### config.mk
export PLATFORM = sky130hd
export DESIGN_NAME = digital_locker
export DESIGN_NICKNAME = d
export VERILOG_FILES = /design/src/rtl/locker_pkg.sv /design/src/rtl/submit_edge_detect.sv /design/src/rtl/digital_locker.sv
export SDC_FILE = /design/constraint.sdc
export NUM_CORES = 1
export LEC_CHECK = 0
export BUFFER_PORTS_ARGS = -buffer_cell sky130_fd_sc_hd__buf_2
export CAP_MARGIN = 20
export CORE_ASPECT_RATIO = 1.1
export CORE_MARGIN = 4
export CORE_UTILIZATION = 45
export DETAILED_ROUTE_END_ITERATION = 10
export GPL_TIMING_DRIVEN = 0
export PLACE_DENSITY_LB_ADDON = 0.12
export SLEW_MARGIN = 25
export SYNTH_ARGS = -nofsm -noshare
export SYNTH_HDL_FRONTEND = slang
export SYNTH_SLANG_ARGS = --single-unit
### constraint.sdc
create_clock -name clk -period 2.8 [get_ports clk]
set_input_delay 0.7 -clock clk [delete_from_list [all_inputs] [get_ports clk]]
set_output_delay 0.7 -clock clk [all_outputs]
set_load 0.02 [all_outputs]
### src/rtl/locker_pkg.sv
// locker_pkg: shared state encoding, widths and default passcode for digital_locker
package locker_pkg;
  typedef enum logic [1:0] {ENTRY, CHECK, UNLOCKED, LOCKED} state_t;
  localparam int DIGIT_W = 4;
  localparam int ATT_W = 2;
  localparam logic [15:0] DEFAULT_PASSCODE = 16'h1234;
endpackage

### src/rtl/submit_edge_detect.sv
// submit_edge_detect: one-cycle accept pulse on each rising edge of submit
module submit_edge_detect (
  input  logic clk,
  input  logic reset,
  input  logic submit,
  output logic accept
);
  logic submit_q;
  always_ff @(posedge clk or posedge reset)
    if (reset) submit_q <= 1'b0;
    else submit_q <= submit;
  assign accept = submit & ~submit_q;
endmodule

### src/rtl/digital_locker.sv
// digital_locker: keypad combination lock FSM with attempt counting and lockout
// Optional auto-relock after RELOCK_CYCLES in UNLOCKED via LOCKER_RELOCK_TIMEOUT_EN.
module digital_locker
  import locker_pkg::*;
#(
  parameter int NUM_DIGITS = 4,
  parameter logic [NUM_DIGITS*DIGIT_W-1:0] PASSCODE = DEFAULT_PASSCODE,
  parameter int MAX_ATTEMPTS = 3,
  parameter int RELOCK_CYCLES = 16
) (
  input  logic             clk,
  input  logic             reset,
  input  logic             submit,
  input  logic [3:0]       digit_in,
  output logic             unlocked,
  output logic             locked,
  output logic [ATT_W-1:0] attempts_left
);
  localparam int BUF_W = NUM_DIGITS * DIGIT_W;
  localparam int CNT_W = $clog2(NUM_DIGITS + 1);
  state_t state;
  logic [BUF_W-1:0] buffer;
  logic [CNT_W-1:0] cnt;
  logic accept;
  logic relock_done;
  submit_edge_detect u_edge (
    .clk(clk),
    .reset(reset),
    .submit(submit),
    .accept(accept)
  );
`ifdef LOCKER_RELOCK_TIMEOUT_EN
  localparam int RL_W = $clog2(RELOCK_CYCLES + 1);
  logic [RL_W-1:0] relock_cnt;
  always_ff @(posedge clk or posedge reset)
    if (reset) relock_cnt <= '0;
    else relock_cnt <= (state == UNLOCKED) ? relock_cnt + 1'b1 : '0;
  assign relock_done = (state == UNLOCKED) && (relock_cnt == RL_W'(RELOCK_CYCLES - 1));
`else
  assign relock_done = RELOCK_CYCLES < 0;
`endif
  always_ff @(posedge clk or posedge reset)
    if (reset) begin
      state         <= ENTRY;
      buffer        <= '0;
      cnt           <= '0;
      unlocked      <= 1'b0;
      locked        <= 1'b0;
      attempts_left <= ATT_W'(MAX_ATTEMPTS);
    end else begin
      case (state)
        ENTRY:
          if (accept) begin
            buffer <= {buffer[BUF_W-DIGIT_W-1:0], digit_in};
            if (cnt == CNT_W'(NUM_DIGITS - 1)) begin
              cnt   <= '0;
              state <= CHECK;
            end else cnt <= cnt + 1'b1;
          end
        CHECK:
          if (buffer == PASSCODE) begin
            state    <= UNLOCKED;
            unlocked <= 1'b1;
          end else begin
            attempts_left <= attempts_left - 1'b1;
            // CHECK is only reachable with at least one attempt left, so no wrap
            if (attempts_left == ATT_W'(1)) begin
              state  <= LOCKED;
              locked <= 1'b1;
            end else state <= ENTRY;
          end
        UNLOCKED:
          if (relock_done) begin
            state         <= ENTRY;
            unlocked      <= 1'b0;
            attempts_left <= ATT_W'(MAX_ATTEMPTS);
          end
        LOCKED: ;
      endcase
    end
endmodule

---- Yosys cells after proc, flatten, opt, wreduce, memory -nomap -nowiden ----
Index checks and enable logic that the tools add are counted.
Widths: inputs -> output; s select.
storage, ports and cells
  register bits after elaboration ......... 26
  input bits .............................. 7
  output and inout bits ................... 4
  word-level logic and storage cells ...... 31
cells by class
  add/subtract/negate cells ............... 2
  equality and inequality tests ........... 6
  mux-type cells .......................... 6
  bitwise operators ....................... 3
  reduce and logical (&&, ||, !) cells .... 7
operators by type and width
  operator              number
  $eq 16x13->1 const B  1
  $mux 2                4
  $reduce_and 2->1      3
  $reduce_and 3->1      2
  $eq 2x1->1 const B    2
  $ne 2x2->1 const B    2
  $pmux 2 s2            1
  $add 3x1->3 const B   1
  $eq 3x2->1 const B    1
  $mux 3                1
  $logic_not 2->1       1
  $not 1->1             2
  $reduce_bool 2->1     1
  $sub 2x1->2 const B   1
  $and 1x1->1           1

---- Depth between registers and ports, before layout ----
  depth after elaboration ................. 4
  mapped depth ............................ 4
  mapped depth without buffers ............ 4

---- Modules after synthesis ----
Synthesis repeated with hierarchy kept, for this count alone.
second synthesis, totals
  cells, all modules ...................... 76
  area total of the unflattened synthesis .. 1128.6 µm²
modules (own cells, without submodules)
  module              instances  cells an instance  area each (µm²)  sequential area each (µm²)
  digital_locker      1          73                 1086.0           628.1
  submit_edge_detect  1          3                  42.5             25.0

---- Least setup slack after synthesis ----
Ideal clock, no wire load.
  path kind ............................... in2reg
  start ................................... input submit
  end ..................................... register buffer[10]
  library setup time ...................... 125 ps
  arrival ................................. 1454 ps
  required time ........................... 2675 ps
  slack ................................... 1221 ps
  cell stages on the path ................. 3
  path buffers ............................ 1
  cell sequence ........................... nor4b_4 > buf_6 > mux2_2
on the way
  cells in the longest elaborated chain, start to end .. 2
ends and longest elaborated chain
  item                        RTL line                  text
  start: declaration          digital_locker.sv:13      input logic submit,
  $and 1x1->1                 submit_edge_detect.sv:12  assign accept = submit & ~submit_q;
  $reduce_and 2->1 (no line)  n/a
  end signal: assignment      digital_locker.sv:54      buffer <= {buffer[BUF_W-DIGIT_W-1:0], digit_in};
  end: declaration            digital_locker.sv:22      logic [BUF_W-1:0] buffer;
Every way passes these cells.
A chain may end at the register's enable or synchronous reset.

---- Worst setup path after layout ----
  start ................................... register attempts_left[0]
  end ..................................... output attempts_left[0]
RTL lines
  item                      RTL line              text
  start: declaration        digital_locker.sv:17  output logic [ATT_W-1:0] attempts_left
  start signal: assignment  digital_locker.sv:49  attempts_left <= ATT_W'(MAX_ATTEMPTS);
  start signal: assignment  digital_locker.sv:65  attempts_left <= attempts_left - 1'b1;
  start signal: assignment  digital_locker.sv:76  attempts_left <= ATT_W'(MAX_ATTEMPTS);
No word-level cell between the ends.

==> metrics.cfg <==
[drt]
wirelength_mm = 1.66
first_iter_violations = 9
detailroute.via_count = 610
remaining_drc_errors = 0
drt_first_pass_iters = 4
routed_via_density = 5.21
post_drt_wl_per_cell_microns = 14.1
drtAntennaViolNets = 0

[power_and_ir_drop]
power.share.sequential_pct = 56.3
power.share.combinational_pct = 28.7
switching_power_summed_over_all_nets_w = 0.000397
vdd_drop_max_mv = 0.517
share_clk_of_total_power_pct = 15.0
power_report.internal_total_w = 0.000842
power.density_mw_per_mm2 = 989
proportion_of_total_power_due_to_net_switching_pct = 32.1
power.leakage_nw = 0.543
total_power_consumption_w = 0.00124

[synth]
synth.most_common_cell = dfrtp_1
synthesis.yosys.warnings = 0
syn_inst = 73
async_flop_share_pct = 100
synth_seq_cells = 26
postSynthNetCount = 82
netlist.area_leader.share_pct = 53.2
synth_cell_type_count = 24
netlist_area_sq_mm = 0.00113
netlist_top_cells_area = dfrtp_1 53%, mux2_2 13%, dfstp_2 4.7%
synth-edff-count = 0
ys.flop_type = dfrtp_1
synth.yosys.seq_area_share_pct = 57.9
synth_area_leader_cell = dfrtp_1
ys_top_cells_by_count = 24 x dfrtp_1, 13 x mux2_2, 4 x inv_1, 3 x mux2_1, 3 x o21ai_0
mean_instance_size_in_the_synthesized_netlist_sq_um = 15.5

[global_routing]
antenna_found_initial = 0
grt_use_total_pct = 11.3
grt_remaining_overflow = 0
grt_pass1_wl_mm = 2.99
grt_pass1_vias = 682
grt_start_max_net_pins = 27

[critical_path]
worst_path_dominant_cell_family = flip-flops
worstPathCellList = buf_2
critPathArrivalTime_ns = 1.05
worst_path_max_delay_cell = dfstp_2
worstReg2RegEnd = buffer[4]
setup.worst_path.end_class = primary output
crit_type = flop to primary output
cp.required_ns = 2.10
startpoint_type = flop
rrSetupSlack_ns = 1.31
critical_path.max_fanout = 3
cpPeakStageDelay_ns = 0.58
r2r_cells = 3
worst_r2r_startpoint = state[0]
crit_buf_inv = 1

[place]
final_replace_weighted_congestion = 0.640
port-buffer-count = 10
post-dp-hpwl_mm = 1.24

[cts]
clock_tree.root_cell = clkbuf_4
cts.path.max_buffers = 2
ctsResizeCount = 0
clk_latency_ns = 0.31
tritoncts_num_sinks = 26
cts_buffers = 3
cts.hold.buffers_added = 0
cts_max_level = 1
tritoncts = done
cts_setup_buffers = 0
cts.reportedPaths.clkPinSlew_ns = 0.14

[cells_and_area]
design.final.nets = 97
layout_cells_sized_above_1_pct = 47.1
area.growth.synth_to_final_pct = 11.0
final_core_utilization_pct = 54.0
antenna_cells = 0

[timing]
timing.final.crit_period_ns = 1.75
fin_hold_ws_ns = 0.447
timing_max_transition_violations_final = 0
tightestPinTransition_ns = 0.905
finalHoldViolCount = 0
fmax_ghz = 0.570
final.setup.tns_ns = 0
total_of_endpoints_with_negative_setup_slack_in_the_final_report = 0
post-route-period-util_pct = 62.7
clock_skew_ns = 0.00418
slew_headroom_pct = 39.3
rsz0062_at_grt = false

[floorplanning]
boundaryPins = 11
initial_utilization_pct = 48.7
die-width_microns = 55.8
core_region_area_sq_mm = 0.00232
number_of_cell_rows = 18
die-height_microns = 60.5
die_area_sq_mm = 0.00337

[run]
drv_cap = 0

[run_status]
status = finished, final reports clean

[worst_hold_path]
timing.hold.worst.class = input port to async pin

-- stage by stage --
step	cells	cell area, sq um	setup WS (ns)
floorplan	73	1130	1.22
global placement	113	1220	1.04
detailed placement	113	1220	1.04
CTS	117	1250	1.04
global route	117	1250	1.00
finish	117	1250	1.05
-- layout by cell type, fill, tap and decap left out --
cell	synthesis	final
nand3_1	2	2
nand2b_1	2	2
ha_1	2	2
inv_1	4	3
buf_6	2	2
nor4b_4	2	2
nand4_1	1	1
dfstp_2	2	2
and4bb_2	2	2
dfrtp_1	24	24
nor4_4	1	1
or2_2	1	1
o221a_2	1	1
clkbuf_4	0	3
a21oi_1	1	1
o21bai_1	1	1
a21o_2	1	1
clkinv_1	0	1
xor2_1	1	1
mux2_2	13	13
mux2_4	1	1
a21boi_0	1	1
mux2_1	3	3
a41oi_2	1	1
buf_2	0	10
o21ai_0	3	3
clkbuf_8	0	1
nor4b_1	1	1
-- power groups by stage --
stage	clock (W)	sequential [W]	combinational, W
floorplan	0	0.000700	0.000267
finish	0.000186	0.000698	0.000356
CTS	0.000191	0.000703	0.000363
global route	0.000210	0.000723	0.000399
global placement	0	0.000700	0.000348
detailed placement	0	0.000712	0.000360
-- cell type report --
type                            count  area [sq um]
Fill cell                         206          1070
Sequential cell                    26           653
Multi-Input combinational cell     41           438
Timing Repair Buffer               10          50.0
Tap cell                           30          37.5
Clock buffer                        4          36.3
Buffer                              2          22.5
Inverter                            4          15.0
-- cells by family (layout without fill, tap and decap cells) --
kind of cell / after synthesis / in the layout / share of synthesized area [%]
AOI/OAI and AO/OA: 9 / 9 / 6.32
xor gates and xnor gates: 1 / 1 / 0.776
adders and majority gates: 2 / 2 / 2.22
buffers and inverters: 6 / 20 / 3.33
DFF: 26 / 26 / 57.9
muxes: 17 / 17 / 17.3
and+or+nand+nor: 12 / 12 / 12.2
-- worst max path at each step --
stage / startpoint / depth (start not counted) / endpoint
6_report: attempts_left[0] / 1 / attempts_left[0]
5_1_grt: attempts_left[0] / 1 / attempts_left[0]
4_1_cts: attempts_left[0] / 1 / attempts_left[0]
3_5_place_dp: submit / 4 / buffer[9]
3_3_place_gp: submit / 4 / buffer[11]
2_1_floorplan: submit / 3 / buffer[10]
-- layer usage --
metal / share of wire, % / track usage (%) / up-vias
met1: 47 / 14.5 / 308
met5: 0 / 0 / -
met4: 0.91 / 3.13 / 0
li1: - / - / 293
met2: 49 / 19.8 / 7
met3: 2.8 / 2.55 / 2
-- state kept, by name (all words and copies together), names as in the netlist --
| name | flops |
|---|---|
| locked | 1 |
| buffer | 16 |
| state | 2 |
| attempts_left | 2 |
| cnt | 3 |
| u_edge.submit_q | 1 |
| unlocked | 1 |
Note: power is estimated with default switching activity, not from simulation.
